--- config.mk ---
export PLATFORM = sky130hd
export DESIGN_NAME = mem_stk_responder
export DESIGN_NICKNAME = d
export VERILOG_FILES = /design/src/rtl/mem_stk_responder.sv
export SDC_FILE = /design/constraint.sdc
export NUM_CORES = 1
export LEC_CHECK = 0
export ABC_AREA = 1
export CAP_MARGIN = 10
export CORE_MARGIN = 4
export CORE_UTILIZATION = 40
export CTS_CLUSTER_DIAMETER = 60
export CTS_CLUSTER_SIZE = 20
export DETAILED_ROUTE_END_ITERATION = 10
export DONT_BUFFER_PORTS = 1
export HOLD_SLACK_MARGIN = 0.02
export SYNTH_ARGS = -nofsm -noshare
export SYNTH_HDL_FRONTEND = slang
export SYNTH_SLANG_ARGS = --single-unit
--- constraint.sdc ---
create_clock -name clock -period 1.2 [get_ports clock]
set_input_delay 0.36 -clock clock [delete_from_list [all_inputs] [get_ports clock]]
set_output_delay 0.36 -clock clock [all_outputs]
set_load 0.005 [all_outputs]
--- src/rtl/mem_stk_responder.sv ---
// rtl/mem_stk_responder.sv - load/store responder between control path and single-port data RAM
// Optional stack bounds checking: define STK_BOUNDS_EN.
`timescale 1ns/1ps
module mem_stk_responder #(
    parameter int                 ADDR_W    = 12,
    parameter int                 DATA_W    = 16,
    parameter logic [ADDR_W-1:0]  STK_BASE  = 12'hF00,
    parameter int                 STK_DEPTH = 256
) (
    input  logic              clock,
    input  logic              resetn,
    input  logic              req_read,
    input  logic              req_write,
    input  logic              req_stk,
    input  logic [15:0]       req_addr,
    input  logic [DATA_W-1:0] req_wdata,
    output logic              req_ready,
    output logic              resp_valid,
    output logic [DATA_W-1:0] resp_rdata,
    output logic              resp_error,
    output logic [ADDR_W-1:0] ram_addr,
    output logic [DATA_W-1:0] ram_wdata,
    output logic              ram_we,
    input  logic [DATA_W-1:0] ram_rdata
);

    localparam int STK_W = $clog2(STK_DEPTH);

    typedef enum logic [2:0] {IDLE, RD_ISSUE, RD_CAPT, WR, RESP} state_t;

    state_t            state;
    logic              wr_q;
    logic              accept;
    logic [STK_W-1:0]  stk_off;
    logic [ADDR_W-1:0] phys_addr;
    logic              err_q;

    assign accept  = (state == IDLE) && (req_read || req_write);
    assign stk_off = STK_W'(req_addr);

    // Stack offsets wrap modulo the (power-of-two) depth; memory addresses drop upper bits.
    always_comb begin
        phys_addr = ADDR_W'(req_addr);
        if (req_stk)
            phys_addr = STK_BASE + ADDR_W'(stk_off);
    end

`ifdef STK_BOUNDS_EN
    logic oob;
    assign oob = req_stk && (32'(req_addr) >= 32'(STK_DEPTH));
`endif

    // Handshake and write strobe decode straight from state so reset kills them at once.
    assign req_ready  = (state == IDLE);
    assign resp_valid = (state == RESP);
    assign ram_we     = (state == WR) && !err_q;
    assign resp_error = (state == RESP) && err_q;

    always_ff @(posedge clock or negedge resetn) begin
        if (!resetn) begin
            state      <= IDLE;
            wr_q       <= 1'b0;
            err_q      <= 1'b0;
            resp_rdata <= '0;
            ram_addr   <= '0;
            ram_wdata  <= '0;
        end else begin
            case (state)
                IDLE: begin
                    if (accept) begin
                        wr_q      <= req_write;
                        ram_addr  <= phys_addr;
                        ram_wdata <= req_wdata;
`ifdef STK_BOUNDS_EN
                        err_q     <= oob;
`else
                        err_q     <= 1'b0;
`endif
                        state     <= req_read ? RD_ISSUE : WR;
                    end
                end
                RD_ISSUE: state <= RD_CAPT;
                RD_CAPT: begin
                    resp_rdata <= err_q ? '0 : ram_rdata;
                    state      <= wr_q ? WR : RESP;
                end
                WR:      state <= RESP;
                RESP:    state <= IDLE;
                default: state <= IDLE;
            endcase
        end
    end

endmodule
==> flow_summary.yaml <==
run_status:
  status: "finished, violations left"
  violations: "negative hold slack, negative setup slack"
drt:
  final_antenna_net_count: 0
  drtIter0Drc: 52
  routed_via_density: 4.76
  wl_um: 4240
  first_pass_iters: 4
  avgRoutedWirePerCell_um: 14.4
  dr_total_vias: 1399
  drc: 0
critical_path:
  end_kind: "primary output"
  reg2reg_depth: 6
  r2r_end: "ram_addr[9]$_DFFE_PN0P_"
  cp_data_arrival_time_ns: 1.10
  worst-path-max-fanout: 4
  r2r_slack_ns: -0.03
  reg2reg_from: "state[0]$_DFFE_PN0P_"
  cp.required_ns: 0.84
  cp-start-kind: "register"
  crit_type: "reg2out"
synthesis:
  synth_area_leaders: "dfrtp_1, nand2_1, nand3_1"
  synth_simple_gate_area_share_pct: 24.6
  muxShareOfSynthArea_pct: 0
  synth_fa_ha_area_share_pct: 0
  synth_top_family_by_area: "simple AND/OR/NAND/NOR gates"
  synth_most_common_cell: "nand2_1"
  synth_commonest_cells: "nand2_1, dfrtp_1, nand3_1"
  synth_top_area_share_pct: 61.2
  ys_seq_area_share_pct: 61.2
  synth_area_um2: 1960
  async_reset_ff_share_pct: 100
  synthXorXnorAreaFrac_pct: 0
  synth_area_leader_cell: "dfrtp_1"
  ys_ff_latch: 48
  synthFlopType: "dfrtp_1"
  synth_cell_types: 19
  ys_warn_count: 0
  synth_compound_area_share_pct: 6.25
  avgSynthCellArea_um2: 9.13
  synth_nets: 268
  synth_cells: 215
  synth_edf_count: 0
finish:
  antenna_cells: 0
  drive_gt1_share_pct: 14.5
  fill_cells: 470
  area_growth_pct: 15.1
  fin_area_um2: 2260
  post-route-util_pct: 47.8
  nets: 279
die:
  die-area_um2: 6090
  die_x_um: 78.0
  coreArea_um2: 4720
  rows: 25
  initial_utilization_pct: 41.5
  io_pins: 101
  fp.dieH_um: 78.0
pwr:
  max-vdd-ir-drop_v: 0.00102
  p_per_area_nw_per_um2: 2790
  finalPower_uw: 6300
  p_leak_uw: 0.00119
worst_hold_path:
  hp-class: "in2async"
placed_design:
  dp_slack_ns: -0.0157
  dp_hpwl_um: 3010
  dpl_cell_area_um2: 2080
  gp_congestion: 0.682
  portBuffers: 0
sta:
  drv_slew: 0
  rsz0062_at_grt: "true"
  finalClockSkew_ns: 0.0107
  fmax_mhz: 685
  period_share_pct: 122
  setup_viol: 23
  fin_crit_ns: 1.46
  whs_ns: -0.255
  setup_slack_ns: -0.260
  hold_violations: 48
global_routing:
  grt_max_degree: 49
  grt_pass1_wl_um: 6700
  grt_antenna_before_repair: 0
  globalRouteOverflowTotal: 0
  grtUsageTotal_pct: 14.1
  grt_pass1_vias: 1415
clock_network:
  cts_max_level: 2
  insertion_delay_ns: 0.30
  cts-root-buf: "clkbuf_8"
  cts_tree: "built"
  numCtsBuffers: 5
  clock_path_buffers: 2
  cts.reportedPaths.clkPinSlew_ns: 0.09
  cts.sinks: 48
run:
  max_cap_viol_count: 0
-- logic make-up (layout without fill, tap and decap cells) --
kind of cell           after synthesis  in the layout
DFF                                 48             48
buffers and inverters               32             44
other                                1              1
AOI/OAI and AO/OA                   24             24
and+or+nand+nor                    110            110
-- power by group --
part / total (µW) / switching (µW) / internal, µW
Clock: 982 / 522 / 460
Sequential: 3100 / 676 / 2430
Combinational: 2210 / 1170 / 1040
-- through the flow --
step                      TNS (ns)  hold WS [ns]  cells
final                       -0.810        -0.255    294
after global routing         -3.64        -0.282    294
after CTS                   -0.797        -0.266    290
after detailed placement   -0.0157        0.0655    281
after global placement           0        0.0655    281
after floorplan            -0.0173        0.0644    215
-- timing repair --
action | in CTS | in global routing
setup buffers | 1 | 4
endpoints found under the setup margin | 4 | 47
pin swaps | 0 | 3
gates resized for setup | 5 | 9
endpoints found under the hold margin | 48 | 48
-- flip-flops by register name (all words and copies together) (netlist names) --
signal	count
ram_wdata	16
resp_rdata	16
ram_addr	12
state	3
wr_q	1
-- worst max path at each step --
| stage | to | slack (ns) | cells after the start | start |
|---|---|---|---|---|
| floorplan | req_ready | -0.02 | 2 | state[0]$_DFFE_PN0P_ |
| global placement | req_ready | 0.02 | 2 | state[0]$_DFFE_PN0P_ |
| detailed placement | ram_we | -0.02 | 3 | state[2]$_DFFE_PN0P_ |
| CTS | req_ready | -0.29 | 2 | state[2]$_DFFE_PN0P_ |
| global route | req_ready | -0.33 | 2 | state[0]$_DFFE_PN0P_ |
| finish | req_ready | -0.26 | 2 | state[0]$_DFFE_PN0P_ |
-- placed cells by master (no fill, tap or decap), types with 3 or more instances in the layout --
| cell | instances |
|---|---|
| dfrtp_1 | 46 |
| buf_6 | 3 |
| buf_12 | 3 |
| clkbuf_8 | 6 |
| buf_4 | 8 |
| o21ai_1 | 5 |
| nand2_1 | 72 |
| inv_1 | 20 |
| nand3_1 | 24 |
| nor2_1 | 5 |
| o21ai_0 | 16 |
-- routing by layer --
layer / vias up / GRT usage [%] / routed length [µm] / share of wire, %
met5: - / 0 / 0 / 0
met4: 0 / 4.37 / 55 / 1.3
met3: 6 / 7.80 / 511 / 12
met2: 79 / 22.3 / 1890 / 45
met1: 622 / 16.3 / 1780 / 42
li1: 692 / - / - / -
-- worst max-delay path: stages (launching register included) --
cell and delay (ns):
dfrtp_2 0.44, nor3_4 0.22, buf_6 0.14
-- cell type report --
| cell class | instances | area, µm² | share of cell area [%] |
|---|---|---|---|
| multi-input combinational | 135 | 631 | 27.9 |
| clock inverter | 2 | 10.0 | 0.443 |
| tap | 67 | 83.8 | 3.71 |
| timing repair buffer | 15 | 169 | 7.48 |
| inverter | 21 | 78.8 | 3.49 |
| clock buffer | 6 | 82.6 | 3.66 |
| sequential | 48 | 1200 | 53.3 |
Note: power is estimated with default switching activity, not from simulation.
